===== config.mk =====
export PLATFORM = sky130hd
export DESIGN_NAME = alu_share_arbiter
export DESIGN_NICKNAME = d
export VERILOG_FILES = /design/src/rtl/alu_arb_pkg.sv /design/src/rtl/alu_arb_prio.sv /design/src/rtl/alu_share_arbiter.sv
export SDC_FILE = /design/constraint.sdc
export NUM_CORES = 1
export LEC_CHECK = 0
export CAP_MARGIN = 20
export CELL_PAD_IN_SITES_DETAIL_PLACEMENT = 1
export CELL_PAD_IN_SITES_GLOBAL_PLACEMENT = 2
export CORE_MARGIN = 4
export CORE_UTILIZATION = 22
export CTS_CLUSTER_DIAMETER = 40
export DETAILED_ROUTE_END_ITERATION = 10
export PLACE_DENSITY = 0.93
export SKIP_CTS_REPAIR_TIMING = 1
export SLEW_MARGIN = 20
export SYNTH_ARGS = -nofsm -noshare
export SYNTH_HDL_FRONTEND = slang
export SYNTH_SLANG_ARGS = --single-unit

===== constraint.sdc =====
create_clock -name clk -period 4.35 [get_ports clk]
set_input_delay 0.435 -clock clk [delete_from_list [all_inputs] [get_ports clk]]
set_output_delay 0.435 -clock clk [all_outputs]
set_load 0.01 [all_outputs]

===== src/rtl/alu_arb_pkg.sv =====
// Package: alu_arb_pkg
// Shared definitions for the ALU share arbiter: FSM state encoding,
// owner encoding and operand-B select codes.
package alu_arb_pkg;

  typedef enum logic [1:0] {
    ST_IDLE = 2'd0,
    ST_EXEC = 2'd1,
    ST_RESP = 2'd2
  } state_t;

  localparam logic OWN_CPU = 1'b0;
  localparam logic OWN_DMA = 1'b1;

  localparam logic [1:0] SEL_REG  = 2'b00;
  localparam logic [1:0] SEL_IMM  = 2'b01;
  localparam logic [1:0] SEL_ZIMM = 2'b10;
  localparam logic [1:0] SEL_ZERO = 2'b11;

endpackage


===== src/rtl/alu_arb_prio.sv =====
// Module: alu_arb_prio
// Combinational grant pick between CPU and DMA, with an optional starvation
// counter that forces a DMA win after STARVE_MAX CPU wins over a pending DMA
// request.
// Configuration macro: ALU_ARB_STARVE_GUARD_EN (undefined = strict CPU priority,
// no counter).
// Ports:
//   clk, rst_n         clock, synchronous active-low reset (counter only)
//   cpu_req, dma_req   pending requests
//   arb_en             arbitration window open (a grant is taken this cycle)
//   cpu_pick, dma_pick one-hot (or zero) winner
module alu_arb_prio #(
  parameter int unsigned STARVE_MAX = 8
) (
  input  logic clk,
  input  logic rst_n,
  input  logic cpu_req,
  input  logic dma_req,
  input  logic arb_en,
  output logic cpu_pick,
  output logic dma_pick
);

`ifdef ALU_ARB_STARVE_GUARD_EN
  localparam int unsigned CW = (STARVE_MAX < 1) ? 1 : $clog2(STARVE_MAX + 1);

  logic [CW-1:0] cnt_q, cnt_d;
  logic          starve_hit;

  assign starve_hit = (cnt_q == CW'(STARVE_MAX));
  assign dma_pick   = dma_req & (~cpu_req | starve_hit);
  assign cpu_pick   = cpu_req & ~dma_pick;

  // Count only CPU wins taken while DMA was waiting; a DMA win resets it.
  always_comb begin
    cnt_d = cnt_q;
    if (arb_en) begin
      if (dma_pick) begin
        cnt_d = '0;
      end else if (cpu_pick && dma_req) begin
        cnt_d = cnt_q + CW'(1);
      end
    end
  end

  always_ff @(posedge clk) begin
    if (!rst_n) begin
      cnt_q <= '0;
    end else begin
      cnt_q <= cnt_d;
    end
  end
`else
  logic unused_cfg;

  assign cpu_pick   = cpu_req;
  assign dma_pick   = dma_req & ~cpu_req;
  assign unused_cfg = ^{clk, rst_n, arb_en, STARVE_MAX[0]};
`endif

endmodule


===== src/rtl/alu_share_arbiter.sv =====
// Module: alu_share_arbiter
// Shares one ALU and its operand-B mux between the CPU execute stage and the
// DMA engine. The winner's operands and select are registered at grant, drive
// the ALU for one cycle (EXEC), the result is captured and returned with a
// done pulse to the owner (RESP). A new grant may overlap the RESP cycle.
// Configuration macro: ALU_ARB_STARVE_GUARD_EN (starvation guard in alu_arb_prio).
// Ports:
//   clk, rst_n                      clock, synchronous active-low reset
//   cpu_req/sel/a/b/imm/zimm        CPU request + operands (held until cpu_gnt)
//   cpu_gnt, cpu_done               CPU accept / result-valid pulses
//   dma_*                           same set for DMA
//   alu_sel/a/b/imm/zimm            registered operands to ALU and B mux
//   alu_result                      combinational ALU output
//   rsp_result                      captured result (shared)
//   busy                            high in EXEC and RESP
module alu_share_arbiter
  import alu_arb_pkg::*;
#(
  parameter int unsigned DW         = 32,
  parameter int unsigned STARVE_MAX = 8
) (
  input  logic          clk,
  input  logic          rst_n,
  input  logic          cpu_req,
  input  logic [1:0]    cpu_sel,
  input  logic [DW-1:0] cpu_a,
  input  logic [DW-1:0] cpu_b,
  input  logic [DW-1:0] cpu_imm,
  input  logic [DW-1:0] cpu_zimm,
  output logic          cpu_gnt,
  output logic          cpu_done,
  input  logic          dma_req,
  input  logic [1:0]    dma_sel,
  input  logic [DW-1:0] dma_a,
  input  logic [DW-1:0] dma_b,
  input  logic [DW-1:0] dma_imm,
  input  logic [DW-1:0] dma_zimm,
  output logic          dma_gnt,
  output logic          dma_done,
  output logic [1:0]    alu_sel,
  output logic [DW-1:0] alu_a,
  output logic [DW-1:0] alu_b,
  output logic [DW-1:0] alu_imm,
  output logic [DW-1:0] alu_zimm,
  input  logic [DW-1:0] alu_result,
  output logic [DW-1:0] rsp_result,
  output logic          busy
);

  state_t        state_q, state_d;
  logic          owner_q, owner_d;
  logic [1:0]    alu_sel_q, alu_sel_d;
  logic [DW-1:0] alu_a_q, alu_a_d;
  logic [DW-1:0] alu_b_q, alu_b_d;
  logic [DW-1:0] alu_imm_q, alu_imm_d;
  logic [DW-1:0] alu_zimm_q, alu_zimm_d;
  logic [DW-1:0] rsp_result_q, rsp_result_d;

  logic arb_en, cpu_pick, dma_pick, cpu_take, dma_take;

  // Arbitration only in IDLE/RESP; gating with rst_n keeps gnt low during reset.
  assign arb_en   = rst_n && (state_q != ST_EXEC);
  assign cpu_take = arb_en & cpu_pick;
  assign dma_take = arb_en & dma_pick;

  alu_arb_prio #(
    .STARVE_MAX (STARVE_MAX)
  ) u_prio (
    .clk      (clk),
    .rst_n    (rst_n),
    .cpu_req  (cpu_req),
    .dma_req  (dma_req),
    .arb_en   (arb_en),
    .cpu_pick (cpu_pick),
    .dma_pick (dma_pick)
  );

  always_comb begin
    state_d      = state_q;
    owner_d      = owner_q;
    alu_sel_d    = alu_sel_q;
    alu_a_d      = alu_a_q;
    alu_b_d      = alu_b_q;
    alu_imm_d    = alu_imm_q;
    alu_zimm_d   = alu_zimm_q;
    rsp_result_d = rsp_result_q;

    case (state_q)
      ST_IDLE: if (cpu_take || dma_take) state_d = ST_EXEC;
      ST_EXEC: begin
        state_d      = ST_RESP;
        rsp_result_d = alu_result;
      end
      ST_RESP: state_d = (cpu_take || dma_take) ? ST_EXEC : ST_IDLE;
      default: state_d = ST_IDLE;
    endcase

    if (dma_take) begin
      owner_d    = OWN_DMA;
      alu_sel_d  = dma_sel;
      alu_a_d    = dma_a;
      alu_b_d    = dma_b;
      alu_imm_d  = dma_imm;
      alu_zimm_d = dma_zimm;
    end else if (cpu_take) begin
      owner_d    = OWN_CPU;
      alu_sel_d  = cpu_sel;
      alu_a_d    = cpu_a;
      alu_b_d    = cpu_b;
      alu_imm_d  = cpu_imm;
      alu_zimm_d = cpu_zimm;
    end
  end

  always_ff @(posedge clk) begin
    if (!rst_n) begin
      state_q      <= ST_IDLE;
      owner_q      <= OWN_CPU;
      alu_sel_q    <= '0;
      alu_a_q      <= '0;
      alu_b_q      <= '0;
      alu_imm_q    <= '0;
      alu_zimm_q   <= '0;
      rsp_result_q <= '0;
    end else begin
      state_q      <= state_d;
      owner_q      <= owner_d;
      alu_sel_q    <= alu_sel_d;
      alu_a_q      <= alu_a_d;
      alu_b_q      <= alu_b_d;
      alu_imm_q    <= alu_imm_d;
      alu_zimm_q   <= alu_zimm_d;
      rsp_result_q <= rsp_result_d;
    end
  end

  assign cpu_gnt    = cpu_take;
  assign dma_gnt    = dma_take;
  assign cpu_done   = rst_n && (state_q == ST_RESP) && (owner_q == OWN_CPU);
  assign dma_done   = rst_n && (state_q == ST_RESP) && (owner_q == OWN_DMA);
  assign busy       = rst_n && ((state_q == ST_EXEC) || (state_q == ST_RESP));
  assign alu_sel    = alu_sel_q;
  assign alu_a      = alu_a_q;
  assign alu_b      = alu_b_q;
  assign alu_imm    = alu_imm_q;
  assign alu_zimm   = alu_zimm_q;
  assign rsp_result = rsp_result_q;

endmodule

==> summary.txt, run 1 <==
Global routing
  – Largest net degree at the start of global routing: 131
  – Antenna violations before repair: 1
  – Grt total ovfl: 0
  – Via count of the first global-routing pass: 8084
  – Wire length of the first global-routing pass: 47020 µm
  – Overall global routing resource usage: 16.15%

CTS
  – Clock tree root driver cell: sky130_fd_sc_hd__clkbuf_16
  – Clock latency reported for the late side of the worst-skew pair: 0.43 ns
  – Number of clock sinks: 165
  – Clock tree from TritonCTS: done
  – Number of H-tree levels: 4
  – CTS clock-pin slew for the worst setup and hold paths: 0.07 ns
  – Max clock buf depth: 2
  – Number of clock buffers inserted by TritonCTS: 17

Placed design
  – Half-perimeter wire length after detailed placement: 22770 µm
  – Global placer's final weighted congestion: 0.7221
  – Port-buffer cells: 462
  – Placed cells: 1570
  – Post-DP Area: 12420 µm²

Critical path
  – Largest driver fanout on the critical path: 7
  – Type of element launching the critical path: primary input
  – Endpoint class of the critical path: output pin
  – Required time of the critical path: 3.91 ns
  – WS Path Type: in -> out
  – Data arrival time at the worst-slack endpoint: 2.17 ns

Run status
  – Run status: completed

STA
  – Setup repair after global routing missed its margin: no
  – Hold Vio Cnt, Final: 0
  – Post-route clock skew: 0.01584 ns
  – Total negative slack for setup checks: 0 ns
  – Final count of pins violating max slew: 0
  – Worst-margin pin slew: 1.013 ns
  – Post-route clock period utilization: 59.84%
  – Peak clock frequency supported by timing: 0.3842 GHz
  – Final setup vio count: 0
  – Tmin final: 2.603 ns
  – Relative slew margins: 32.48%

Synth
  – Count of different cell masters after synthesis: 25
  – Gate count after technology mapping: 744
  – Synth warnings: 0
  – Share of async-settable or async-resettable flops after synthesis: 0%
  – Part of the Yosys area used for sequential elements: 44.17%
  – Net count after synthesis: 1044
  – Per-instance average area after synthesis: 10.05 µm²
  – EDFF count, synth: 0
  – Area of the mapped netlist: 7478 µm²
  – Number of register bits inferred by synthesis: 165
  – Dominant register cell in the synthesized netlist: sky130_fd_sc_hd__dfxtp_1

Routing
  – ANT nets after route: 0
  – Total length of routed wires: 31820 µm
  – Via density per instance: 4.834
  – Number of DRC violations after detailed routing: 0
  – First-pass DRT Iterations: 4
  – Total number of vias: 7744
  – DRC marker count from the first detailed-route iteration: 227
  – Detail-routed net length per standard cell: 19.86 µm

Die
  – Effective utilization at floorplan: 22.30%
  – Die outline width: 192.4 µm
  – Vertical extent of the die: 192.4 µm
  – Die ar.: 37010 µm²
  – Top Ports: 463
  – Number of core rows: 67
  – Core Region: 33530 µm²

Cells and area
  – Layout cell share with drive strength beyond 1: 13.17%
  – Final Cell Area: 13010 µm²
  – Layout Area Growth over Synthesis: 73.92%
  – Fraction of the core area covered by cells at the end of the flow: 38.79%
  – Commonest cells after routing, fill and taps aside: sky130_fd_sc_hd__clkdlybuf4s50_1 (462), sky130_fd_sc_hd__dfxtp_1 (165), sky130_fd_sc_hd__a21oi_1 (132), sky130_fd_sc_hd__a22oi_1 (130), sky130_fd_sc_hd__a211oi_2 (100)
  – Number of antenna cells inserted: 0
  – Fillers: 3733
  – Net count of the finished layout: 1441
  – Commonest non-fill, non-tap cell in the layout: sky130_fd_sc_hd__clkdlybuf4s50_1
  – Fin cells: 1602

Power
  – Pwr/cell area: 346.8 nW/µm²
  – Worst VDD drop: 0.2500 mV
  – Reported leakage power: 4.590 nW

Worst hold path
  – Class of the tightest hold or removal check: reg -> reg

Run
  – # Max-Cap Violations: 0
==> worst max-delay path: stages <==
cell and delay, ns:
sky130_fd_sc_hd__clkdlybuf4s50_1 0.72, sky130_fd_sc_hd__nor2b_4 0.29, sky130_fd_sc_hd__and2_1 0.18, sky130_fd_sc_hd__clkdlybuf4s50_1 0.54
==> logic make-up after synthesis <==
kind of cell,after synthesis,share of synthesized area [%]
compound gates,396,42.01
flops,165,44.17
buf+inv,101,6.190
simple gates,46,2.677
mux,32,4.283
fa+ha+maj,4,0.6693
==> metrics by stage <==
stage | total power [W] | setup slack, ns | hold WS (ns)
2_1_floorplan | 0.002300 | 2.536 | 0.4373
3_3_place_gp | 0.002964 | 1.753 | 0.4508
3_5_place_dp | 0.002996 | 1.641 | 0.4655
4_1_cts | 0.004590 | 1.710 | 0.4756
5_1_grt | 0.004737 | 1.612 | 0.5207
6_report | 0.004510 | 1.747 | 0.4716
==> cell usage after synthesis, types with 2 or more instances <==
| master | instances | area, µm² |
|---|---|---|
| sky130_fd_sc_hd__nand2_1 | 4 | 15.01 |
| sky130_fd_sc_hd__a22oi_1 | 130 | 975.9 |
| sky130_fd_sc_hd__buf_4 | 10 | 75.07 |
| sky130_fd_sc_hd__nor2_1 | 33 | 123.9 |
| sky130_fd_sc_hd__a21oi_1 | 132 | 660.6 |
| sky130_fd_sc_hd__a21o_1 | 2 | 15.01 |
| sky130_fd_sc_hd__ha_1 | 4 | 50.05 |
| sky130_fd_sc_hd__buf_6 | 4 | 45.04 |
| sky130_fd_sc_hd__and2_1 | 3 | 18.77 |
| sky130_fd_sc_hd__mux2i_1 | 32 | 320.3 |
| sky130_fd_sc_hd__nor2b_1 | 2 | 12.51 |
| sky130_fd_sc_hd__buf_1 | 4 | 15.01 |
| sky130_fd_sc_hd__dfxtp_1 | 165 | 3303 |
| sky130_fd_sc_hd__clkbuf_1 | 65 | 244.0 |
| sky130_fd_sc_hd__inv_1 | 4 | 15.01 |
| sky130_fd_sc_hd__a211oi_2 | 100 | 1251 |
| sky130_fd_sc_hd__buf_2 | 13 | 65.06 |
| sky130_fd_sc_hd__a211oi_1 | 30 | 225.2 |
==> registers in the layout, summed over array words and instances (netlist names) <==
signal and cells:
alu_imm 32, alu_sel 2, alu_a 32, alu_zimm 32, state_q 2, rsp_result 32, owner_q 1, alu_b 32
==> final cells by class <==
class	instances	area, µm²	share of cell area, %
clock buffers	18	439.2	3.377
clock inverters	14	151.4	1.164
flip-flops and latches	165	3303	25.40
repair buffers	474	4777	36.73
inverters	5	23.77	0.1828
well taps	448	560.5	4.310
multi-input cells	478	3751	28.84
==> where the power goes <==
group	total, W	switching (W)	internal [W]	leakage (nW)
clock network	0.00156	0.000692	0.000869	0.287
registers	0.00173	0.0000753	0.00165	1.36
logic	0.00122	0.000554	0.000669	2.94
total	0.00451	0.00132	0.00319	4.59
==> metal layers <==
metal  global-route usage [%]  part of all wire (%)
met5                        0                 0.041
met4                    4.498                   1.7
met3                    5.047                   8.4
met2                    28.58                    50
met1                    18.79                    40
==> worst paths after layout <==
kind,start,endpoint,slack [ns],cells after the start
hold reg to reg,owner_q,owner_q,0.47,2
hold / removal,owner_q,owner_q,0.47,2
setup / recovery,rst_n,cpu_gnt,1.75,4
setup reg to reg,state_q[1],alu_a[31],2.11,6
No activity file was read; power rests on OpenSTA's default activity.
==> run 2, diff against run 1 <==
Settings changed: CORE_UTILIZATION 22 to 18, PLACE_DENSITY 0.93 to 0.82.
Clock period 4.35 ns to 2.3 ns, I/O delays scaled along.
==> run 2 against run 1 <==
  * Sequential share of layout area decreased by 0.66 points
  * Largest power group unchanged
  * Utilization is 6.2 points lower
  * Clock power is 100% higher
  * Cell area is 2.7% higher
  * Register-to-register slack lost 1.7 ns
  * Sequential power grew 89%
==> summary.txt, run 2 (synthesis results as in run 1) <==
Die
  – Number of core rows: 74
  – Die outline width: 211.8 µm
  – Die ar.: 44870 µm²
  – Core Region: 40920 µm²
  – Effective utilization at floorplan: 18.27%
  – Top Ports: 463
  – Vertical extent of the die: 211.8 µm

Routing
  – Total length of routed wires: 33480 µm
  – ANT nets after route: 0
  – DRC marker count from the first detailed-route iteration: 292
  – Via density per instance: 4.541
  – First-pass DRT Iterations: 4
  – Detail-routed net length per standard cell: 19.71 µm
  – Total number of vias: 7715
  – Number of DRC violations after detailed routing: 0

Run
  – # Max-Cap Violations: 0

Global routing
  – Wire length of the first global-routing pass: 49510 µm
  – Antenna violations before repair: 1
  – Largest net degree at the start of global routing: 105
  – Overall global routing resource usage: 14.23%
  – Via count of the first global-routing pass: 8269
  – Grt total ovfl: 0

Placed design
  – Post-placement worst setup slack: 0.2549 ns
  – Half-perimeter wire length after detailed placement: 24610 µm
  – Global placer's final weighted congestion: 0.7171
  – Port-buffer cells: 462
  – Post-DP Area: 12710 µm²

STA
  – Setup repair after global routing missed its margin: no
  – Post-route clock skew: 0.01269 ns
  – Final setup vio count: 0
  – Hold Vio Cnt, Final: 0
  – Final count of pins violating max slew: 0
  – Worst-margin pin slew: 0.6528 ns
  – Final WS setup: 0.1557 ns
  – Tmin final: 2.144 ns
  – Post-route clock period utilization: 93.23%
  – Hold_ws: 0.3926 ns
  – Relative slew margins: 56.48%
  – Total negative slack for setup checks: 0 ns
  – Peak clock frequency supported by timing: 0.4663 GHz

Run status
  – Run status: completed

Critical path
  – Sequence of cells on the critical path: inv_1 -> ha_1 -> and3_1 -> clkdlybuf4s50_1
  – Type of element launching the critical path: register
  – Library cell contributing the largest single delay on the critical path: sky130_fd_sc_hd__clkdlybuf4s50_1
  – Data arrival time at the worst-slack endpoint: 1.91 ns
  – Endpoint class of the critical path: output pin
  – Largest driver fanout on the critical path: 4
  – Cell class contributing the biggest share of worst-path delay: buffers and inverters
  – Delay of the slowest critical-path stage: 0.53 ns
  – WS Path Type: reg -> out
  – Required time of the critical path: 2.07 ns
  – Crit path buf inv count: 2

Power
  – Combinational fraction of design power: 26.8%
  – Proportion of power drawn by the clock network: 36.1%
  – Worst VDD drop: 0.5064 mV
  – Overall power consumption: 0.008811 W
  – Pwr/cell area: 659.8 nW/µm²
  – Int Power: 0.006328 W
  – Reported leakage power: 4.742 nW
  – Sw Share: 28.18%
  – Portion of total power attributed to sequential cells: 37.1%
  – Switching power: 0.002483 W

CTS
  – Number of H-tree levels: 4
  – Number of clock sinks: 165
  – Number of clock buffers inserted by TritonCTS: 17
  – CTS clock-pin slew for the worst setup and hold paths: 0.06 ns
  – Clock latency reported for the late side of the worst-skew pair: 0.45 ns
  – Clock tree from TritonCTS: done
  – Max clock buf depth: 2
  – Clock tree root driver cell: sky130_fd_sc_hd__clkbuf_16

Cells and area
  – Commonest non-fill, non-tap cell in the layout: sky130_fd_sc_hd__clkdlybuf4s50_1
  – Commonest cells after routing, fill and taps aside: sky130_fd_sc_hd__clkdlybuf4s50_1 (460), sky130_fd_sc_hd__dfxtp_1 (165), sky130_fd_sc_hd__a21oi_1 (132), sky130_fd_sc_hd__a22oi_1 (130), sky130_fd_sc_hd__a211oi_2 (100)
  – Net count of the finished layout: 1454
  – Layout cell share with drive strength beyond 1: 14.14%
  – Fillers: 4621
  – Number of antenna cells inserted: 0
  – Layout Area Growth over Synthesis: 78.57%
  – Final Cell Area: 13350 µm²

Worst hold path
  – Class of the tightest hold or removal check: in -> reg
run 2: final timing paths:
path / start / endpoint / slack (ns) / cells past startpoint
worst max-delay path: state_q[0] / dma_done / 0.16 / 4
worst min-delay path: alu_result[21] / rsp_result[21] / 0.39 / 3
worst max register to register: state_q[1] / alu_a[2] / 0.37 / 6
worst min register to register: owner_q / owner_q / 0.49 / 2
run 2: routing by layer:
| layer | track usage [%] | wire length [µm] | up-vias |
|---|---|---|---|
| li1 | - | - | 3683 |
| met5 | 0 | 13 | - |
| met4 | 4.487 | 557 | 2 |
| met2 | 24.99 | 16860 | 288 |
| met1 | 16.00 | 13150 | 3715 |
| met3 | 5.335 | 2907 | 27 |
run 2: power by group through the flow:
stage	logic [W]	clock network, W	registers [W]
floorplan	0.000919	0	0.00343
global placement	0.00236	0	0.00332
detailed placement	0.00239	0	0.00333
CTS	0.00240	0.00333	0.00327
global route	0.00254	0.00343	0.00330
finish	0.00236	0.00318	0.00327
run 2: metrics by stage:
| stage | std cells | utilization (%) |
|---|---|---|
| CTS | 1699 | 32.62 |
| global placement | 1667 | 31.05 |
| finish | 1699 | 32.63 |
| detailed placement | 1667 | 31.05 |
| global route | 1699 | 32.63 |
| floorplan | 744 | - |
run 2: worst reg2reg max path, stage by stage (launching register included):
cell and delay, ns:
sky130_fd_sc_hd__dfxtp_1 0.40, sky130_fd_sc_hd__inv_1 0.09, sky130_fd_sc_hd__ha_2 0.24, sky130_fd_sc_hd__nor2b_4 0.19
sky130_fd_sc_hd__buf_12 0.34, sky130_fd_sc_hd__a21oi_1 0.37, sky130_fd_sc_hd__a211oi_2 0.22
run 2: final cells by class:
class / instances / area, µm² / share of cell area, %
Timing Repair Buffer: 487 / 4967 / 37.20
Multi-Input combinational cell: 478 / 3751 / 28.09
Sequential cell: 165 / 3303 / 24.74
Tap cell: 532 / 665.6 / 4.985
Clock buffer: 20 / 466.7 / 3.495
Clock inverter: 12 / 176.4 / 1.321
Inverter: 5 / 23.77 / 0.1780
==> run 3, diff against run 2 <==
Settings changed: CORE_ASPECT_RATIO from default to 0.8.
==> run 3 against run 2 <==
  * Global-route usage is 0.36 points higher
  * Clock skew is 0.0025 ns lower
  * Routed wire length is 0.26% lower
  * Cell count is 1.3% higher
  * First-iteration DRC count is 6.2% higher
  * Cell area is 1.1% higher
  * Sequential power hardly changed
  * Utilization is 0.41 points higher
  * Clock power hardly changed
  * Worst setup slack better by 0.030 ns
  * Highest routed layer is now met4
==> summary.txt, run 3 (synthesis results as in run 1) <==
Critical path
  – Sequence of cells on the critical path: inv_1 -> ha_1 -> and3_1 -> clkdlybuf4s50_1
  – FF-to-FF Start: state_q[1]
  – Crit path buf inv count: 2
  – Type of element launching the critical path: register
  – Cell class contributing the biggest share of worst-path delay: buffers and inverters
  – Library cell contributing the largest single delay on the critical path: sky130_fd_sc_hd__clkdlybuf4s50_1
  – Crit path from: state_q[0]
  – Delay of the slowest critical-path stage: 0.53 ns
  – Data arrival time at the worst-slack endpoint: 1.88 ns
  – Largest driver fanout on the critical path: 4
  – Endpoint class of the critical path: output pin
  – WS Path Type: reg -> out
  – Required time of the critical path: 2.07 ns

Run status
  – Run status: completed

Global routing
  – Overall global routing resource usage: 14.59%
  – Antenna violations before repair: 0
  – Largest net degree at the start of global routing: 76
  – Wire length of the first global-routing pass: 51920 µm
  – Via count of the first global-routing pass: 8690
  – Grt total ovfl: 0

Worst hold path
  – Class of the tightest hold or removal check: in -> reg
  – Hold Path Origin: alu_result[12]

STA
  – Setup repair after global routing missed its margin: no
  – Final setup vio count: 0
  – Worst-margin pin slew: 0.6022 ns
  – Hold Vio Cnt, Final: 0
  – Relative slew margins: 59.85%
  – Post-route clock period utilization: 91.94%
  – Final count of pins violating max slew: 0
  – Final WS setup: 0.1855 ns
  – Peak clock frequency supported by timing: 0.4729 GHz
  – Hold_ws: 0.3901 ns
  – Post-route clock skew: 0.01016 ns
  – Tmin final: 2.115 ns
  – Total negative slack for setup checks: 0 ns

Power
  – Reported leakage power: 4.847 nW
  – Worst VDD drop: 0.6703 mV
  – Pwr/cell area: 652.0 nW/µm²

Placed design
  – Placed cells: 1689
  – Half-perimeter wire length after detailed placement: 25060 µm
  – Global placer's final weighted congestion: 0.7543
  – Port-buffer cells: 462
  – Post-DP Area: 12860 µm²
  – Post-placement worst setup slack: 0.1568 ns

Routing
  – Detail-routed net length per standard cell: 19.40 µm
  – DRC marker count from the first detailed-route iteration: 310
  – ANT nets after route: 0
  – First-pass DRT Iterations: 4
  – Number of DRC violations after detailed routing: 0
  – Total number of vias: 7722
  – Total length of routed wires: 33400 µm
  – Via density per instance: 4.487

Cells and area
  – Fin cells: 1721
  – Final Cell Area: 13510 µm²
  – Layout Area Growth over Synthesis: 80.59%
  – Commonest non-fill, non-tap cell in the layout: sky130_fd_sc_hd__clkdlybuf4s50_1
  – Storage cell area: 3304 µm²
  – Fillers: 4591
  – Area of the multi-input gates: 3751 µm²
  – Number of antenna cells inserted: 0
  – Layout cell share with drive strength beyond 1: 14.95%
  – Net count of the finished layout: 1464
  – Commonest cells after routing, fill and taps aside: sky130_fd_sc_hd__clkdlybuf4s50_1 (458), sky130_fd_sc_hd__dfxtp_1 (164), sky130_fd_sc_hd__a21oi_1 (132), sky130_fd_sc_hd__a22oi_1 (130), sky130_fd_sc_hd__a211oi_2 (100)

CTS
  – Clock tree root driver cell: sky130_fd_sc_hd__clkbuf_16
  – Clock latency reported for the late side of the worst-skew pair: 0.45 ns
  – CTS clock-pin slew for the worst setup and hold paths: 0.07 ns
  – Clock tree from TritonCTS: done
  – Max clock buf depth: 2
  – Number of clock sinks: 165
  – Number of clock buffers inserted by TritonCTS: 17
  – Number of H-tree levels: 4

Die
  – Number of core rows: 66
  – Top Ports: 463
  – Vertical extent of the die: 190.3 µm
  – Die ar.: 44890 µm²
  – Effective utilization at floorplan: 18.30%
  – Die outline width: 235.9 µm
  – Core Region: 40880 µm²

Run
  – # Max-Cap Violations: 0
==> run 3: cell count changes in the layout (fill, tap and decap cells not counted), moves of 2 or more <==
cell	previous run	this run
sky130_fd_sc_hd__buf_12	12	17
sky130_fd_sc_hd__buf_4	13	18
sky130_fd_sc_hd__inv_6	1	4
sky130_fd_sc_hd__clkbuf_8	3	1
sky130_fd_sc_hd__clkdlybuf4s50_1	460	458
sky130_fd_sc_hd__clkinv_4	3	1
sky130_fd_sc_hd__dlymetal6s2s_1	2	4
==> run 3: worst paths after layout <==
| kind | slack (ns) | cells past startpoint | to |
|---|---|---|---|
| max | 0.19 | 4 | dma_done |
| min | 0.39 | 3 | rsp_result[12] |
| max reg2reg | 0.44 | 7 | alu_a[8] |
| min reg2reg | 0.49 | 2 | owner_q |
==> run 3: per-stage QoR <==
| step | util, % | total power, W |
|---|---|---|
| floorplan | - | 0.004351 |
| global placement | 31.46 | 0.005699 |
| detailed placement | 31.46 | 0.005749 |
| CTS | 33.01 | 0.008967 |
| global route | 33.04 | 0.009284 |
| finish | 33.04 | 0.008806 |
==> run 3: where the power goes <==
| part | switching, W | internal [W] |
|---|---|---|
| clock | 0.00129 | 0.00186 |
| sequential | 0.000147 | 0.00312 |
| combinational | 0.00106 | 0.00133 |
==> run 3: cell type report <==
| type | instances | share of cell area [%] |
|---|---|---|
| Sequential cell | 165 | 24.47 |
| Tap cell | 544 | 5.040 |
| Multi-Input combinational cell | 478 | 27.77 |
| Clock inverter | 14 | 1.455 |
| Timing Repair Buffer | 497 | 37.84 |
| Inverter | 5 | 0.1760 |
| Clock buffer | 18 | 3.252 |
==> run 3: per-layer routing <==
layer  global-route usage (%)  vias up  routed length (µm)
met5                        0        -                   0
met4                    3.048        0                 405
met3                    6.550       24                2909
met2                    24.85      275               16530
met1                    17.07     3726               13550
li1                         -     3697                   -
==> run 3: worst reg2reg max path, cell delays in order, from the launching register on <==
cell and delay, ns:
sky130_fd_sc_hd__dfxtp_2 0.35, sky130_fd_sc_hd__inv_1 0.07, sky130_fd_sc_hd__ha_2 0.22, sky130_fd_sc_hd__nor2b_4 0.19, sky130_fd_sc_hd__buf_12 0.17, sky130_fd_sc_hd__and2_4 0.29, sky130_fd_sc_hd__buf_12 0.28, sky130_fd_sc_hd__a211oi_2 0.17
==> RTL change (config.mk and constraints of run 3) <==
Take the reset off `alu_zimm_q` and load it in a clocked block of its own.
--- a/src/rtl/alu_share_arbiter.sv
+++ b/src/rtl/alu_share_arbiter.sv
@@ -121,5 +121,4 @@
       alu_b_q      <= '0;
       alu_imm_q    <= '0;
-      alu_zimm_q   <= '0;
       rsp_result_q <= '0;
     end else begin
@@ -130,7 +129,10 @@
       alu_b_q      <= alu_b_d;
       alu_imm_q    <= alu_imm_d;
-      alu_zimm_q   <= alu_zimm_d;
       rsp_result_q <= rsp_result_d;
     end
+  end
+
+  always_ff @(posedge clk) begin
+    alu_zimm_q <= alu_zimm_d;
   end
 
Function: differs if rst_n is asserted again (counterexample within 4 cycles, from zero or initial values and one cycle with rst_n low); with rst_n held inactive, the same outputs for 4 cycles.
==> RTL change against run 3 <==
- cell area increased by 1.2%
- final cell count decreased by 3.4%
- via count decreased by 7.8%
- area after synthesis increased by 2.5%
- wire length decreased by 3.0%
- non-clock buffer count decreased by 1
- clock skew increased by 0.0025 ns
- total power increased by 26%
- sequential share of layout area increased by 2.1 points
- maximum frequency decreased by 3.7%
- utilization decreased by 0.50 points
- sequential cell count unchanged
- count of clock-buffer cells in the layout increased by 4
- worst setup slack got worse by 0.081 ns
- critical path type unchanged
==> RTL change: results (changes against run 3) <==
Parameter                              Value

Synth
  Synthesized Nets    960 (-8.0%)
  Synth cell count leaders    sky130_fd_sc_hd__dfxtp_1, sky130_fd_sc_hd__a21oi_1, sky130_fd_sc_hd__a211oi_2, sky130_fd_sc_hd__a22oi_2, sky130_fd_sc_hd__a22oi_1
  Dominant cells by area after synthesis    sky130_fd_sc_hd__dfxtp_1, sky130_fd_sc_hd__a211oi_2, sky130_fd_sc_hd__edfxtp_1, sky130_fd_sc_hd__a22oi_2, sky130_fd_sc_hd__a21oi_1
  Gate count after technology mapping    660 (-11%)
  Post-synthesis sequential area ratio    47.3% (+3.1 points)
  Unique masters post-synth    31 (+24%)
  Post-synth EDFFs    32 (+32)

Placed design
  Final RePlAce weighted congestion    0.738 (-2.2%)
  Total half-perimeter wirelength after legalization and detailed placement    24500 um (-2.4%)
  Placement Setup Slack    0.171 ns (+0.0147 ns)
  Area of placed instances    13000 um2 (+1.3%)
  Cell count after placement    1628 (-3.6%)

Worst setup path
  Register-to-Register Path Depth    8 (+1)
  Critical Path End    busy
  Crit Reg-Reg Endpoint    alu_b[20]
  Slack of the worst reg-to-reg path    0.31 ns (-0.13 ns)
  Crit path launch    state_q[0]
  WP data arrival    1.97 ns (+0.09 ns)

Outcome
  Run status    complete, no violations

Routing
  Met2 Wirelength    16100 um (-2.6%)
  DRC marker count from the first detailed-route iteration    212 (-32%)
  Total number of vias    7123 (-7.8%)
  Detailed-routed wire length on met3    2600 um (-11%)
  Mean routed wirelength per cell    19.5 um (+0.36%)
  Routed wire length    32400 um (-3.0%)
  Highest Signal Layer    met5
  Met1 routed wirelength after detailed routing    13200 um (-2.3%)

Power
  Peak supply drop    0.000445 V (-34%)
  LEAKAGE    4.79 nW (-1.3%)
  Pwr Density    813 nW/um2 (+25%)

Timing
  Relative slew slack    58.2% (-1.7 points)
  Final-layout worst hold slack    0.392 ns (+0.00214 ns)
  Max Clock Freq    0.456 GHz (-3.7%)
  Worst clock skew on the final layout    0.0126 ns (+0.00245 ns)

Global routing
  Wire length of the first global-routing pass    48300 um (-7.0%)
  Maximum number of pins on one net before global-route repair    83 (+9.2%)
  Vias in the first global route    8018 (-7.7%)
  Combined global-route utilization of all metal layers    13.7% (-0.92 points)
  Initial antenna violation count    1 (+1)

Cells and area
  Total number of nets in the final design    1398 (-4.5%)
  Number of filler instances in the final layout    4666 (+1.6%)
  Fraction of layout instances using a drive strength above 1    21.5% (+6.6 points)
## RTL change: how the worst min path moves through the flow
stage | startpoint | to
after floorplan | rst_n | owner_q
after global placement | owner_q | owner_q
after detailed placement | rsp_result[6] | rsp_result[6]
after CTS | alu_result[6] | rsp_result[6]
after global routing | alu_result[11] | rsp_result[11]
final | alu_result[0] | rsp_result[0]
## RTL change: area by class of cell
type                       instances  area share (%)
clock inverter                    10           0.861
inverter                           4           0.147
timing repair buffer             496            37.1
tap                              552            5.05
sequential                       165            26.5
multi-input combinational        414            26.7
clock buffer                      22            3.62
## RTL change: cells by family (layout without fill, tap and decap cells)
| family | Yosys count | count (layout) | share of synthesized area, % |
|---|---|---|---|
| AOI/OAI and AO/OA | 298 | 298 | 34.7 |
| and+or+nand+nor | 48 | 48 | 2.89 |
| DFF | 165 | 165 | 47.3 |
| muxes | 64 | 64 | 8.88 |
| buffers and inverters | 81 | 532 | 5.68 |
| adders and majority gates | 4 | 4 | 0.653 |
## RTL change: critical path: stages, from the launching register on
cell and delay, ns:
sky130_fd_sc_hd__dfxtp_1 0.38, sky130_fd_sc_hd__inv_1 0.09, sky130_fd_sc_hd__ha_1 0.30, sky130_fd_sc_hd__and2_1 0.14
sky130_fd_sc_hd__clkdlybuf4s50_1 0.60
## RTL change: layer usage
| metal | GRT usage [%] | vias up |
|---|---|---|
| met2 | 23.9 | 252 |
| met4 | 3.70 | 2 |
| met3 | 5.49 | 27 |
| li1 | - | 3412 |
| met1 | 15.5 | 3430 |
| met5 | 0 | - |
## RTL change: power by group
part           internal [mW]  switching, mW
clock                   1.75           1.28
sequential              3.52          0.272
combinational           2.26           2.02
